--- src/rtl/lsu_mem_ctrl.sv ---
// lsu_mem_ctrl: load/store controller in front of the data RAM.
// It accepts one load or store at a time and turns byte, half and word
// accesses into aligned word accesses with a byte mask. Load data is
// extracted and sign- or zero-extended, and the result or an error comes
// back through a valid/ready response channel. LATENCY idle cycles are
// inserted between acceptance and the memory access.
//
// Ports:
//   clk, resetn            clock, synchronous active-low reset
//   req_*                  request channel (valid/ready, wen, addr, wdata, size, unsigned)
//   resp_*                 response channel (valid/ready, rdata, err)
//   mem_valid              one-cycle memory access strobe
//   mem_raddr / mem_waddr  word-aligned address
//   mem_wen, mem_wdata     write enable and lane-shifted write data
//   mem_wmask              byte-lane mask, bits 7:4 always 0
//   mem_rdata              combinational read data, valid while mem_valid=1
module lsu_mem_ctrl #(
    parameter int unsigned LATENCY = 1
) (
    input  logic        clk,
    input  logic        resetn,
    input  logic        req_valid,
    output logic        req_ready,
    input  logic        req_wen,
    input  logic [31:0] req_addr,
    input  logic [31:0] req_wdata,
    input  logic [1:0]  req_size,
    input  logic        req_unsigned,
    output logic        resp_valid,
    input  logic        resp_ready,
    output logic [31:0] resp_rdata,
    output logic        resp_err,
    output logic        mem_valid,
    output logic [31:0] mem_raddr,
    output logic        mem_wen,
    output logic [31:0] mem_waddr,
    output logic [31:0] mem_wdata,
    output logic [7:0]  mem_wmask,
    input  logic [31:0] mem_rdata
);

    typedef enum logic [1:0] {IDLE, WAIT, ACCESS, RESP} state_t;

    localparam logic [3:0] WAIT_INIT = (LATENCY == 0) ? 4'd0 : 4'(LATENCY - 1);

    state_t      state;
    logic [3:0]  cnt;
    logic        l_wen;
    logic [31:0] l_addr;
    logic [31:0] l_wdata;
    logic [1:0]  l_size;
    logic        l_unsigned;

    logic        req_ready_q;
    logic        resp_valid_q;
    logic [31:0] resp_rdata_q;
    logic        resp_err_q;
    logic        mem_valid_q;
    logic [31:0] mem_addr_q;
    logic        mem_wen_q;
    logic [31:0] mem_wdata_q;
    logic [3:0]  mem_wmask_q;

    function automatic logic misaligned(input logic [1:0] size, input logic [1:0] lane);
        misaligned = (size == 2'd3) ||
                     (size == 2'd1 && lane[0]) ||
                     (size == 2'd2 && lane != 2'd0);
    endfunction

    function automatic logic [3:0] lane_mask(input logic [1:0] size, input logic [1:0] lane);
        logic [3:0] base;
        case (size)
            2'd0:    base = 4'h1;
            2'd1:    base = 4'h3;
            2'd2:    base = 4'hF;
            default: base = 4'h0;
        endcase
        lane_mask = base << lane;
    endfunction

    function automatic logic [31:0] load_extend(input logic [31:0] rdata, input logic [1:0] lane,
                                                input logic [1:0] size, input logic uns);
        logic [31:0] sh;
        sh = rdata >> {lane, 3'b000};
        case (size)
            2'd0:    load_extend = uns ? {24'd0, sh[7:0]}  : {{24{sh[7]}}, sh[7:0]};
            2'd1:    load_extend = uns ? {16'd0, sh[15:0]} : {{16{sh[15]}}, sh[15:0]};
            default: load_extend = sh;
        endcase
    endfunction

    // The access fields come straight from the request when LATENCY=0
    // (IDLE goes directly to ACCESS), otherwise from the latched copy.
    logic        src_wen;
    logic [31:0] src_addr;
    logic [31:0] src_wdata;
    logic [1:0]  src_size;

    assign src_wen   = (state == IDLE) ? req_wen   : l_wen;
    assign src_addr  = (state == IDLE) ? req_addr  : l_addr;
    assign src_wdata = (state == IDLE) ? req_wdata : l_wdata;
    assign src_size  = (state == IDLE) ? req_size  : l_size;

    // NOTE: all state below uses non-blocking assignments so every register
    // samples the pre-edge values; blocking here would create ordering races.
    always_ff @(posedge clk) begin
        if (!resetn) begin
            state        <= IDLE;
            cnt          <= 4'd0;
            l_wen        <= 1'b0;
            l_addr       <= 32'd0;
            l_wdata      <= 32'd0;
            l_size       <= 2'd0;
            l_unsigned   <= 1'b0;
            req_ready_q  <= 1'b1;
            resp_valid_q <= 1'b0;
            resp_rdata_q <= 32'd0;
            resp_err_q   <= 1'b0;
            mem_valid_q  <= 1'b0;
            mem_addr_q   <= 32'd0;
            mem_wen_q    <= 1'b0;
            mem_wdata_q  <= 32'd0;
            mem_wmask_q  <= 4'd0;
        end else begin
            case (state)
                IDLE: begin
                    if (req_valid && req_ready_q) begin
                        l_wen       <= req_wen;
                        l_addr      <= req_addr;
                        l_wdata     <= req_wdata;
                        l_size      <= req_size;
                        l_unsigned  <= req_unsigned;
                        req_ready_q <= 1'b0;
                        if (misaligned(req_size, req_addr[1:0])) begin
                            state        <= RESP;
                            resp_valid_q <= 1'b1;
                            resp_err_q   <= 1'b1;
                            resp_rdata_q <= 32'd0;
                        end else if (LATENCY == 0) begin
                            state       <= ACCESS;
                            mem_valid_q <= 1'b1;
                            mem_addr_q  <= {src_addr[31:2], 2'b00};
                            mem_wen_q   <= src_wen;
                            mem_wdata_q <= src_wdata << {src_addr[1:0], 3'b000};
                            mem_wmask_q <= lane_mask(src_size, src_addr[1:0]);
                        end else begin
                            state <= WAIT;
                            cnt   <= WAIT_INIT;
                        end
                    end
                end
                WAIT: begin
                    if (cnt == 4'd0) begin
                        state       <= ACCESS;
                        mem_valid_q <= 1'b1;
                        mem_addr_q  <= {src_addr[31:2], 2'b00};
                        mem_wen_q   <= src_wen;
                        mem_wdata_q <= src_wdata << {src_addr[1:0], 3'b000};
                        mem_wmask_q <= lane_mask(src_size, src_addr[1:0]);
                    end else begin
                        cnt <= cnt - 4'd1;
                    end
                end
                ACCESS: begin
                    state        <= RESP;
                    mem_valid_q  <= 1'b0;
                    mem_addr_q   <= 32'd0;
                    mem_wen_q    <= 1'b0;
                    mem_wdata_q  <= 32'd0;
                    mem_wmask_q  <= 4'd0;
                    resp_valid_q <= 1'b1;
                    resp_err_q   <= 1'b0;
                    resp_rdata_q <= l_wen ? 32'd0
                                          : load_extend(mem_rdata, l_addr[1:0], l_size, l_unsigned);
                end
                RESP: begin
                    if (resp_ready) begin
                        state        <= IDLE;
                        resp_valid_q <= 1'b0;
                        resp_rdata_q <= 32'd0;
                        resp_err_q   <= 1'b0;
                        req_ready_q  <= 1'b1;
                    end
                end
                default: state <= IDLE;
            endcase
        end
    end

    // Outputs are forced low for as long as resetn is held, not only after
    // the first reset edge, so the upstream stage never sees a ready or a
    // stale response during reset.
    assign req_ready  = resetn & req_ready_q;
    assign resp_valid = resetn & resp_valid_q;
    assign resp_rdata = resetn ? resp_rdata_q : 32'd0;
    assign resp_err   = resetn & resp_err_q;
    assign mem_valid  = resetn & mem_valid_q;
    assign mem_raddr  = resetn ? mem_addr_q : 32'd0;
    assign mem_waddr  = resetn ? mem_addr_q : 32'd0;
    assign mem_wen    = resetn & mem_wen_q;
    assign mem_wdata  = resetn ? mem_wdata_q : 32'd0;
    assign mem_wmask  = {4'd0, resetn ? mem_wmask_q : 4'd0};

endmodule

--- config.mk ---
export PLATFORM = sky130hd
export DESIGN_NAME = lsu_mem_ctrl
export DESIGN_NICKNAME = d
export VERILOG_FILES = /design/src/rtl/lsu_mem_ctrl.sv
export SDC_FILE = /design/constraint.sdc
export NUM_CORES = 1
export LEC_CHECK = 0
export ABC_AREA = 1
export BUFFER_PORTS_ARGS = -buffer_cell sky130_fd_sc_hd__clkbuf_2
export CAP_MARGIN = 20
export CORE_ASPECT_RATIO = 0.6
export CORE_UTILIZATION = 55
export CTS_BUF_LIST = sky130_fd_sc_hd__clkbuf_8
export DETAILED_ROUTE_END_ITERATION = 7
export GPL_TIMING_DRIVEN = 0
export MAX_ROUTING_LAYER = met4
export PLACE_DENSITY = 0.83
export SYNTH_ARGS = -nofsm -noshare
export SYNTH_HDL_FRONTEND = slang
export SYNTH_SLANG_ARGS = --single-unit
--- constraint.sdc ---
create_clock -name clk -period 2.45 [get_ports clk]
set_input_delay 0.3675 -clock clk [delete_from_list [all_inputs] [get_ports clk]]
set_output_delay 0.3675 -clock clk [all_outputs]
set_load 0.01 [all_outputs]
After elaboration in Yosys (flattened, before gate mapping)
Index checks and enable logic that the tools add are counted.

Output and inout port bits: 141. Word-level logic and storage cells: 107. Register bits: 179. Bits of input ports: 104.

Reduce and logical (&&, ||, !) cells: 20. Bitwise gates (word level): 5. Equality and inequality tests: 15. Multiplexer cells: 47. Add/sub/neg operators: 1. Shift-type cells: 3.

Operators by type and width (count): $mux 32 (13); $pmux 32 s2 (3); $pmux 32 s3 (1); $mux 4 (8); $shl 32x5->32 (1); $shr 32x5->32 (1); $pmux 4 s2 (2); $pmux 4 s3 (1); $eq 2x2->1 const B (5); $mux 2 (5); $eq 2x1->1 const B (4); $mux 1 (8); $ne 2x2->1 const B (4); $pmux 2 s4 (1); $reduce_and 4->1 (2); $reduce_bool 2->1 (4); $logic_not 2->1 (3); $pmux 1 s2 (3); $pmux 1 s3 (2); $reduce_and 3->1 (2); $and 1x1->1 (5); $logic_not 4->1 (1); $ne 2x1->1 const B (2); $reduce_and 2->1 (2); other kinds (5) (8).

Longest topological paths before layout
Gate-level depths: netlist (run 1).

Word-level depth: 10. Depth in mapped cells: 15. Depth with buffers taken out: 11.

Worst setup path before layout (run 1)
OpenSTA, ideal clock, no wires.

Path type: register to register. Start: register state[0]. End: register mem_wmask_q[3]. Clock period less this slack: 2.124 ns. Arrival: 2.065 ns. Stages on the path, launching flop included: 12. Setup slack: 0.326 ns. Data required time: 2.392 ns. Library setup time: 0.058 ns. Path through: dfxtp_1 > inv_1 > ha_1 > buf_4 > buf_6 > buf_6 > buf_2 > o21ai_0 > ha_1 > o21ai_0 > o21ai_0 > nand2_1.

Cells in the longest elaborated chain, start to end: 10.

Ends and longest elaborated chain: from (decl) (RTL line 46) `state_t state;`; from (signal assigned) (RTL line 108) `state <= IDLE;`; from (signal assigned) (RTL line 135) `state <= RESP;`; from (signal assigned) (RTL line 140) `state <= ACCESS;`; $logic_not 2->1 (RTL line 100, 102); $mux 2 (RTL line 102) `assign src_size = (state == IDLE) ? req_size : l_size;`; $eq 2x2->1 (tied with other cells) (RTL line 72) `case (size)`; $pmux 4 s3 (RTL line 72); $mux 4 (RTL line 153) `if (cnt == 4'd0) begin`; $mux 4 (RTL line 125) `case (state)`; $mux 4 (RTL line 107) `if (!resetn) begin`; $shl 4x2->4 (RTL line 78) `lane_mask = base << lane;`; $mux 4 (RTL line 153); $pmux 4 s2 (RTL line 125); to (signal assigned) (RTL line 145) `mem_wmask_q <= lane_mask(src_size, src_addr[1:0]);`; to (signal assigned) (RTL line 159) `mem_wmask_q <= lane_mask(src_size, src_addr[1:0]);`; to (decl) (RTL line 62) `logic [3:0] mem_wmask_q;`.

Several ways; a longest one is shown, not always the timed one. The select of a mux whose other input is x is not followed. A chain may end at the register's enable or synchronous reset.

Worst setup path in the final report (run 1)
Start: input resetn. End: output mem_waddr[30].

Cells in the longest elaborated chain, start to end: 1.

Ends and longest elaborated chain: from (decl) (RTL line 21) `input logic resetn,`; $mux 32 (RTL line 199) `assign mem_waddr = resetn ? mem_addr_q : 32'd0;`; to (decl) (RTL line 36) `output logic [31:0] mem_waddr,`.

No other way between the ends.

==> results of run 1 <==
[cell families (layout without fill, tap and decap cells)]
kind of cell,count (synthesis),after routing,share of synthesized area (%)
simple gates,630,630,27.7
other cells,1,8,0.0405
buf+inv,326,593,16.1
xor+xnor,1,1,0.0947
mux,9,9,0.974
fa+ha+maj,9,9,1.22
compound gates,252,252,15.6
flops,177,177,38.3
[power by group through the flow]
| stage | clock [mW] | combinational (mW) | sequential, mW |
|---|---|---|---|
| finish | 2.05 | 6.68 | 3.82 |
| global route | 2.17 | 7.35 | 3.88 |
| CTS | 2.05 | 6.45 | 3.81 |
| detailed placement | 0 | 6.39 | 3.87 |
| global placement | 0 | 6.30 | 3.84 |
| floorplan | 0 | 4.47 | 3.81 |
[flip-flops by register name, summed over array words and instances (netlist names), 2 cells and up]
name          count
state             2
l_size            2
l_wdata          32
mem_addr_q       30
cnt               4
resp_rdata_q     32
mem_wdata_q      32
mem_wmask_q       4
l_addr           32
[final cells by class]
class	instances	area, µm²	area share (%)
Multi-Input combinational cell	909	4260	38.1
Sequential cell	177	3550	31.7
Timing Repair Buffer	235	1180	10.5
Buffer	127	753	6.74
Inverter	199	749	6.71
Tap cell	228	285	2.55
Clock buffer	18	248	2.22
Clock inverter	14	153	1.37
[per-stage QoR]
stage	instance area [µm²]	hold WS [ns]
2_1_floorplan	9280	0.429
3_3_place_gp	10700	0.439
3_5_place_dp	10700	0.445
4_1_cts	11100	0.161
5_1_grt	11200	0.153
6_report	11200	0.156
[metal layers]
| layer | part of all wire (%) | up-vias |
|---|---|---|
| met4 | 1.4 | 0 |
| met1 | 48 | 4609 |
| met5 | 0 | - |
| met3 | 9.3 | 35 |
| met2 | 41 | 463 |
| li1 | - | 4899 |
[how the worst min path moves through the flow]
stage / from / to / slack (ns)
5_1_grt: req_addr[14] / l_addr[14]$_SDFFE_PN0P_ / 0.15
2_1_floorplan: l_wdata[31]$_SDFFE_PN0P_ / l_wdata[31]$_SDFFE_PN0P_ / 0.43
4_1_cts: req_addr[24] / l_addr[24]$_SDFFE_PN0P_ / 0.16
6_report: req_addr[24] / l_addr[24]$_SDFFE_PN0P_ / 0.16
3_3_place_gp: l_wdata[30]$_SDFFE_PN0P_ / l_wdata[30]$_SDFFE_PN0P_ / 0.44
3_5_place_dp: l_wdata[30]$_SDFFE_PN0P_ / l_wdata[30]$_SDFFE_PN0P_ / 0.45
[cell usage in the layout, fill, tap and decap left out, drive strengths merged]
master and count:
nand2 452, clkbuf 276, inv 204, dfxtp 177, o21ai 130, buf 104, nor2 86, nand3 78
a211oi 47, a21oi 43, o22ai 31, nand4 12, mux2i 9, ha 9, conb 8, clkinv 5
clkinvlp 3, nor3 2, o21a 1, xnor2 1, bufinv 1
[critical path, delay by kind of cell]
family / cells / cell delay, ns
buf+inv: 6 / 1.49
simple gates: 1 / 0.13
[timing repair]
action | CTS | global route
gates resized for setup | 5 | 9
pin swaps | 0 | 0
endpoints found under the setup margin | 4 | 4
==> results.md, run 1 <==
* Detail Placement HPWL at 22.8 mm
* Fin. Hold Viols at 0
* Initial DRC count at 991
* Fin crit period at roughly 2.4 ns
* Maximum VDD drop at 0.000445 V
* Sum Neg Setup Slack at 0 ns
* GR Util met2 at 48.5%
* Hold Path Stages at 3
* Vias at ~10000
* Max clock buf depth at 2
* Number of synthesized flops with an enable pin at 0
* I/O pins at 245
* Pint at 6.57 mW
* Top-count cell post-synth: nand2_1
* H-tree depth at 4
* FF-to-FF setup slack at about 0.17 ns
* Setup ws final at 0.0724 ns
* CTS root buffer: clkbuf_8
* Layout Cells excl Fill at 1907
* First-pass GRT wire length at 45.1 mm
* F_max at about 0.42 GHz
* Grt met1 use at about half
* Combinational power share at 53.2%
* Reg2Reg Depth at 14
* FP Rows at 36
* 1st-pass router iterations at 6
* Share of layout cells above drive strength 1 at 23.3%
* Antenna Nets Post-Route at 0
* CTS tree: yes
* Placed cells at 1875
* CTS Hold Buffers Added at 0
* Status: finished clean
* Clock slew at reported path FFs at around 0.10 ns
* CP Launch Type: input pin
* CP arrival at roughly 2 ns
* GRT overflow at 0
* Largest area contributor in the netlist: dfxtp_1
* Fin util at 68.3%
* Type of the worst setup path: input pin to output pin
* PortBufs at 235
* Syn Inst Count at 1405
* Synth area leaders: dfxtp_1 38%, nand2_1 18%, inv_1 7.9%, o21ai_0 5.9%, nand3_1 4.1%
* RePlAce Congestion at about 0.99
* Syn Std Cell Area at 0.00925 mm²
* Vias in the first global route at 8569
* Top-area cell type share of the netlist area at 38.3%
* Fin Clk Skew at 0.0171 ns
* Max-slew violation count at 0
* Async SR Flop Fraction at 0%
* Die X at 169 µm
* Wirelength per Cell at 15.4 µm
* Crit path cell chain: buf_2 -> clkbuf_1 -> buf_1 -> nand2_1 -> inv_1 -> buf_4 -> clkbuf_2
* DRC at 0
* CP Capture Point: mem_waddr[30]
* Die Y at 102 µm
* Slowest CP cell: clkbuf_1
* Setup Viol. Count Final at 0
* Crit path largest cell delay at 0.55 ns
* CORE AREA at 0.0164 mm²
* Max-cap viol count at 0
* Seq pwr share at 30.5%
* Vias per cell at 5.25
* Seq/Total Area, Yosys at 38.3%
* Setup Buffers After CTS at 0
* Leakage at 6.28 nW
* Gr usage total at 34.7%
* Final cycle utilization of the critical path at 97.0%
* Sink Count at about 180
* Total CTS buffers at 17
* GRT busiest layer: met1
* DRT Wirelength at 29.3 mm
* Power Density at 1120 mW/mm²
* Total power at around 13 mW
* Final #Nets at approximately 1800
* Worst-Margin Slew at slightly above 0.7 ns
* Critical Path Source: resetn
* Switching pwr at around 6.0 mW
* Syn Area/Cell at 6.58 µm²
* Met3 GRT Util at 6.58%
* Ys flop type: dfxtp_1
* Sw Share at a little under half
* Hold Path Class: input pin to register
* Clk_lat worst skew at 0.47 ns
* Rel. slew slack at about 53%
* # fillers at ~1500
* Pin count of the biggest net entering global routing at 18
* Ant diodes at 0
* CP Capture Type: output pin
* Worst flop-to-flop path endpoint: mem_wmask_q[3]$_SDFFE_PN0P_
* Clock share of power at between 10% and 20%
* RSZ-0062 raised after global routing: no
* Starting Density at between 50% and 60%
* R2R Path Start: state[0]$_SDFFE_PN0P_
* #FFs+latches synth at between 150 and 200
* Synthesis-to-finish area growth at 20.8%
* Warnings, synthesis at 0
* Crit path max fanout at 10
* Distinct cells, synth at 34
* Initial antenna violation count at 0
* Die ar. at 0.0174 mm²
* Synth cell count leaders: 450 x nand2_1, 194 x inv_1, 177 x dfxtp_1
* Setup WS pre-CTS at -0.116 ns
* Worst Path Required at 2.08 ns
(Power assumes the default switching activity.)
==> run 2: changes to the inputs <==
--- a/config.mk
+++ b/config.mk
@@ -8,13 +8,15 @@
 export ABC_AREA = 1
 export BUFFER_PORTS_ARGS = -buffer_cell sky130_fd_sc_hd__clkbuf_2
 export CAP_MARGIN = 20
+export CELL_PAD_IN_SITES_DETAIL_PLACEMENT = 0
+export CELL_PAD_IN_SITES_GLOBAL_PLACEMENT = 1
 export CORE_ASPECT_RATIO = 0.6
-export CORE_UTILIZATION = 55
+export CORE_UTILIZATION = 41
 export CTS_BUF_LIST = sky130_fd_sc_hd__clkbuf_8
 export DETAILED_ROUTE_END_ITERATION = 7
-export GPL_TIMING_DRIVEN = 0
+export GPL_TIMING_DRIVEN = 1
 export MAX_ROUTING_LAYER = met4
-export PLACE_DENSITY = 0.83
+export PLACE_DENSITY_LB_ADDON = 0.1
 export SYNTH_ARGS = -nofsm -noshare
 export SYNTH_HDL_FRONTEND = slang
 export SYNTH_SLANG_ARGS = --single-unit
==> constraint.sdc (replaced) <==
create_clock -name clk -period 2.8 [get_ports clk]
set_input_delay 0.42 -clock clk [delete_from_list [all_inputs] [get_ports clk]]
set_output_delay 0.42 -clock clk [all_outputs]
set_load 0.01 [all_outputs]
==> run 2 against run 1 <==
Effect of this change:
- global-route usage decreased by 10 points
- register-to-register slack better by 0.24 ns
- clock-buffer cell count grew 1
- combinational power decreased by 22%
- design area fell by 3.4%
- utilization is 19 points lower
- first-iteration DRC count down 28%
- sequential share of layout area is 1.1 points higher
- wire length shrank 6.6%
- via count shrank 10%
- largest cell class unchanged
==> results.md, run 2 (synthesis results as in run 1) <==
* CORE AREA at 0.0221 mm² (+35%)
* Status: finished clean
* CP Capture Type: register
* Setup Buffers After CTS at 0 (unchanged)
* Fin util at 48.9% (-19 points)
* Initial DRC count at 713 (-28%)
* Design Area, Final at 0.0108 mm² (-3.4%)
* Placed cells at 1831 (-2.3%)
* Setup WS pre-CTS at 0.424 ns (+0.541 ns)
* Slowest CP cell: o21ai_2
* Total power at 10.6 mW (-15%)
* First-pass GRT wire length at 43.6 mm (-3.3%)
* Clock slew at reported path FFs at 0.10 ns (about the same)
* CP Launch Type: register
* Type of the worst setup path: register to register
* FF-to-FF setup slack at 0.41 ns (+0.24 ns)
* Fin. Hold Viols at 0 (unchanged)
* 1st-pass router iterations at 5 (-1)
* CP arrival at 2.76 ns (+0.75 ns)
* Final #Nets at 1677 (-5.7%)
* Most frequent cells in the layout: 450 x nand2_1, 235 x clkbuf_2, 195 x inv_1
* Worst Path Required at 3.17 ns (+1.09 ns)
* Setup Viol. Count Final at 0 (unchanged)
* Sum Neg Setup Slack at 0 ns (unchanged)
* Crit path max fanout at 27 (+17)
* Max clock buf depth at 2 (unchanged)
* Power Density at 985 mW/mm² (-12%)
* Vias at 8969 (-10%)
* Gr usage total at 24.5% (-10 points)
* RePlAce Congestion at 0.888 (-11%)
* Synthesis-to-finish area growth at 16.6%
* CTS Hold Buffers Added at 0 (unchanged)
* FP Rows at 42 (+17%)
* Fin Clk Skew at 0.0158 ns (-0.00131 ns)
* Detail Placement HPWL at 20.0 mm (-12%)
* Fin crit period at between 2 and 2.5 ns
* Die Y at 118 µm (+16%)
* Worst-Margin Slew at 1.10 ns (+0.388 ns)
* Ant diodes at 0 (unchanged)
* Vias in the first global route at 8020 (-6.4%)
* Hold Path Class: input pin to register
* Rel. slew slack at 26.7% (-26 points)
* I/O pins at 245 (unchanged)
* Die X at 196 µm (+16%)
* H-tree depth at 4 (unchanged)
* Final hold slack at 0.213 ns (+0.0564 ns)
* Max-cap viol count at 0 (unchanged)
* Most common cell after layout, fill and taps aside: nand2_1
* Share of layout cells above drive strength 1 at 19.8% (-3.5 points)
* CTS tree: yes
* Leakage at 5.97 nW (-5.0%)
* Setup ws final at 0.408 ns (+0.336 ns)
* PortBufs at 236 (+0.43%)
* DRT Wirelength at 27.4 mm (-6.6%)
* DRC at 0 (unchanged)
* Die ar. at 0.0232 mm² (+34%)
* Max-slew violation count at 0 (unchanged)
* DP Area at 0.0103 mm² (-3.9%)
* Pin count of the biggest net entering global routing at 59 (+41)
* Crit path cell chain: inv_1 -> ha_2 -> o21ai_2 -> o21ai_0 -> o21ai_0 -> nand2_1
* F_max at about 0.42 GHz
* Maximum VDD drop at 0.000407 V (-8.6%)
* Clk_lat worst skew at 0.47 ns (about the same)
* GRT overflow at 0 (unchanged)
* RSZ-0062 raised after global routing: no
* Antenna Nets Post-Route at 0 (unchanged)
* Initial antenna violation count at 0 (unchanged)
* Vias per cell at 4.81 (-8.2%)
* Layout Cells excl Fill at 1863 (-2.3%)
* Crit path largest cell delay at 0.90 ns (+0.35 ns)
* Wirelength per Cell at 14.7 µm (-4.4%)
* Post-CTS sizing at 0 (-5)
* CTS root buffer: clkbuf_8
* Sink Count at 177 (unchanged)
* Final cycle utilization of the critical path at 85.4%
* Starting Density at 41.9% (-15 points)
* Total CTS buffers at 17 (unchanged)
* Crit-path most repeated cell: o21ai_0
-- run 2: cell count changes in the layout (fill, tap and decap cells not counted), moves of 3 or more --
cell,before,now
buf_1,4,0
buf_12,0,3
buf_2,50,0
buf_4,44,22
buf_6,5,0
bufinv_16,1,5
clkbuf_1,23,0
o21ai_0,106,109
-- run 2: path summary, 6_finish.rpt --
check                           start                           to  cells after the start
max             state[0]$_SDFFE_PN0P_  mem_wmask_q[3]$_SDFFE_PN0P_                      6
min reg2reg  l_wdata[31]$_SDFFE_PN0P_     l_wdata[31]$_SDFFE_PN0P_                      2
min                      req_addr[29]      l_addr[29]$_SDFFE_PN0P_                      3
max reg2reg     state[0]$_SDFFE_PN0P_  mem_wmask_q[3]$_SDFFE_PN0P_                      6
-- run 2: final cells by class --
cell class                      instances  area, µm²
Fill cell                            2307      11300
Multi-Input combinational cell        909       4270
Sequential cell                       177       3540
Timing Repair Buffer                  260       1400
Inverter                              199        749
Tap cell                              286        358
Clock buffer                           19        262
Clock inverter                         13        208
-- run 2: layer usage --
metal | vias up | part of all wire [%] | wire (µm) | GRT usage [%]
li1 | 4695 | - | - | -
met1 | 4025 | 53 | 14500 | 36.4
met2 | 224 | 41 | 11200 | 34.1
met3 | 25 | 5.0 | 1360 | 4.08
met4 | 0 | 1.2 | 323 | 5.81
met5 | - | 0 | 0 | -
-- run 2: worst max-delay path: cells and delay by family (launching register included) --
kind                     cells  cell delay [ns]
AO/OA/AOI/OAI                3             1.39
adder cells (fa/ha/maj)      1             0.32
buffers and inverters        1             0.09
flip-flops                   1             0.42
AND/OR/NAND/NOR              1             0.07
-- run 2: report_power, final --
part / switching [mW] / internal [mW] / total, mW
Sequential: 0.191 / 3.14 / 3.33
Combinational: 3.59 / 1.60 / 5.20
Clock: 0.990 / 1.11 / 2.10
Total: 4.78 / 5.85 / 10.6
==> run 3: changes to the inputs <==
--- a/config.mk
+++ b/config.mk
@@ -11,7 +11,7 @@
 export CELL_PAD_IN_SITES_DETAIL_PLACEMENT = 0
 export CELL_PAD_IN_SITES_GLOBAL_PLACEMENT = 1
 export CORE_ASPECT_RATIO = 0.6
-export CORE_UTILIZATION = 41
+export CORE_UTILIZATION = 40
 export CTS_BUF_LIST = sky130_fd_sc_hd__clkbuf_8
 export DETAILED_ROUTE_END_ITERATION = 7
 export GPL_TIMING_DRIVEN = 1
==> constraint.sdc (replaced) <==
create_clock -name clk -period 2.8 [get_ports clk]
set_input_delay 0.42 -clock clk [delete_from_list [all_inputs] [get_ports clk]]
set_output_delay 0.42 -clock clk [all_outputs]
set_load 0.05 [all_outputs]
==> run 3 against run 2 <==
Effect of this change:
- register-to-register slack improved by 0.15 ns
- setup slack improved by 0.15 ns
- clock-buffer cell count rose by 2
- sequential share of layout area rose by 0.25 points
- maximum frequency rose by 6.6%
- sequential power barely moved
- combinational power rose by 14%
- via count rose by 0.58%
- critical path depth did not move
- clock power fell by 21%
- wire length rose by 3.1%
- power rose by 2.7%
- critical endpoint is now mem_addr_q[30]$_SDFFE_PN0P_
- largest power group unchanged
==> results.md, run 3 (synthesis results as in run 1) <==
* Initial antenna violation count at 1 (+1)
* Status: finished clean
* Clk_lat worst skew at 0.47 ns (about the same)
* Maximum VDD drop at 0.000583 V (+43%)
* Final #Nets at 1675 (-0.12%)
* CP arrival at 2.58 ns (-0.18 ns)
* Clock slew at reported path FFs at 0.09 ns (about the same)
* Pin count of the biggest net entering global routing at 106 (+80%)
* Hold Path Stages at 3 (unchanged)
* Reg2Reg Depth at 6 (unchanged)
* Max-cap viol count at 0 (unchanged)
* Die Y at 120 µm (+1.2%)
* Total power at 10.9 mW (+2.7%)
* Hold Path Class: input pin to register
* Slowest CP cell: clkinv_1
* Critical Path Source: state[1]$_SDFFE_PN0P_
* Layout Cells excl Fill at 1884 (+1.1%)
* Wirelength per Cell at 15.0 µm (+2.0%)
* Sum Neg Setup Slack at 0 ns (unchanged)
* Crit path cell chain: inv_1 -> ha_2 -> clkinv_1 -> buf_4 -> o21ai_0 -> o22ai_1
* Crit path max fanout at 44 (+63%)
* Worst Path Required at 3.13 ns (-0.04 ns)
* Rel. slew slack at 46.9% (+20 points)
* Leakage at 5.92 nW (-0.84%)
* F_max at 0.446 GHz (+6.6%)
* Max clock buf depth at 2 (unchanged)
* RSZ-0062 raised after global routing: no
* Detail Placement HPWL at 20.5 mm (+2.6%)
* FP Rows at 42 (unchanged)
* Die X at 198 µm (+1.2%)
* CP Capture Type: register
* Total CTS buffers at 17 (unchanged)
* 1st-pass router iterations at 5 (unchanged)
* Fin crit period at 2.24 ns (-0.149 ns)
* CORE AREA at 0.0223 mm² (+1.2%)
* Antenna Nets Post-Route at 0 (unchanged)
* Power Density at 1020 mW/mm² (+3.5%)
* Starting Density at 41.4% (-0.49 points)
* Final cycle utilization of the critical path at 80.1% (-5.3 points)
* Min-delay src: req_wdata[19]
* R2R Path Start: state[1]$_SDFFE_PN0P_
* Post-CTS sizing at 0 (unchanged)
* CTS tree: yes
* CTS Hold Buffers Added at 0 (unchanged)
* Worst flop-to-flop path endpoint: mem_addr_q[30]$_SDFFE_PN0P_
* Fin. Hold Viols at 0 (unchanged)
* Worst-Margin Slew at 0.794 ns (-0.305 ns)
* I/O pins at 245 (unchanged)
* Type of the worst setup path: register to register
* Gr usage total at 24.7% (+0.26 points)
* PortBufs at 236 (unchanged)
* Final hold slack at 0.217 ns (+0.00432 ns)
* Initial DRC count at 695 (-2.5%)
* Max-slew violation count at 0 (unchanged)
* DRT Wirelength at 28.2 mm (+3.1%)
* Vias in the first global route at 7994 (-0.32%)
* Crit path max-delay family: buffers and inverters
* Setup Buffers After CTS at 0 (unchanged)
* Worst Hold Endpoint: l_wdata[19]$_SDFFE_PN0P_
* Crit path largest cell delay at 0.44 ns (-0.46 ns)
* Synthesis-to-finish area growth at 15.7%
* First-pass GRT wire length at 44.1 mm (+1.2%)
* Vias per cell at 4.79 (-0.54%)
* DRC at 0 (unchanged)
* CP Launch Type: register
* FF-to-FF setup slack at 0.56 ns (+0.15 ns)
* Setup Viol. Count Final at 0 (unchanged)
* H-tree depth at 4 (unchanged)
* Most frequent cells in the layout: 450 x nand2_1, 235 x clkbuf_2, 195 x inv_1
* Sink Count at 177 (unchanged)
* Share of layout cells above drive strength 1 at 19.6% (-0.17 points)
* CTS root buffer: clkbuf_8
* Most common cell after layout, fill and taps aside: nand2_1
* Vias at 9021 (+0.58%)
* Placed cells at 1850 (+1.0%)
* Die ar. at 0.0238 mm² (+2.5%)
* GRT overflow at 0 (unchanged)
* RePlAce Congestion at 0.902 (+1.5%)
* Fin Clk Skew at 0.0116 ns (-0.00418 ns)
* WP buf/inv at 3 (+2)
==> run 3: changes by cell type in the layout (fill, tap and decap cells not counted), sizes merged <==
cell / delta
diode: +1
buf: -2
clkinv: +3
clkbuf: +2
bufinv: -5
==> run 3: tightest hold or removal path: cells and delay by family <==
family | cells | cell delay, ns
AOI/OAI and AO/OA | 1 | 0.05
buffers and inverters | 1 | 0.09
and+or+nand+nor | 1 | 0.09
==> run 3: layer usage <==
metal | part of all wire [%] | global-route usage (%) | up-vias
met5 | 0 | - | -
met4 | 0.98 | 5.28 | 0
met3 | 5.4 | 4.97 | 19
met2 | 40 | 33.3 | 238
met1 | 53 | 37.3 | 4072
li1 | - | - | 4692
==> run 3: metrics by stage <==
step                cell area (µm²)  utilization, %  setup WS [ns]
finish                        10700            47.9          0.557
CTS                           10700            47.9          0.499
detailed placement            10300            46.3          0.516
floorplan                      9280               -          0.658
global placement              10300            46.3          0.587
global route                  10700            47.9          0.305
==> run 3: worst max-delay path by stage <==
| stage | endpoint | cells past startpoint |
|---|---|---|
| 6_report | mem_addr_q[30]$_SDFFE_PN0P_ | 6 |
| 4_1_cts | mem_wmask_q[3]$_SDFFE_PN0P_ | 6 |
| 3_5_place_dp | mem_wmask_q[3]$_SDFFE_PN0P_ | 6 |
| 3_3_place_gp | mem_wmask_q[3]$_SDFFE_PN0P_ | 6 |
| 2_1_floorplan | mem_waddr[30] | 6 |
| 5_1_grt | mem_addr_q[30]$_SDFFE_PN0P_ | 6 |
==> run 3: layout make-up <==
cell class | count | area, µm²
fillers | 2409 | 11600
multi-input cells | 909 | 4270
flip-flops and latches | 177 | 3540
repair buffers | 258 | 1410
inverters | 199 | 749
well taps | 308 | 385
clock buffers | 21 | 289
clock inverters | 11 | 63.8
diodes | 1 | 2.50
==> run 3: power by group <==
part | total, mW | switching, mW | leakage [nW] | internal, mW
Combinational | 5.94 | 4.34 | 4.29 | 1.60
Clock | 1.65 | 0.951 | 0.186 | 0.697
Sequential | 3.33 | 0.188 | 1.44 | 3.14
Total | 10.9 | 5.48 | 5.92 | 5.43
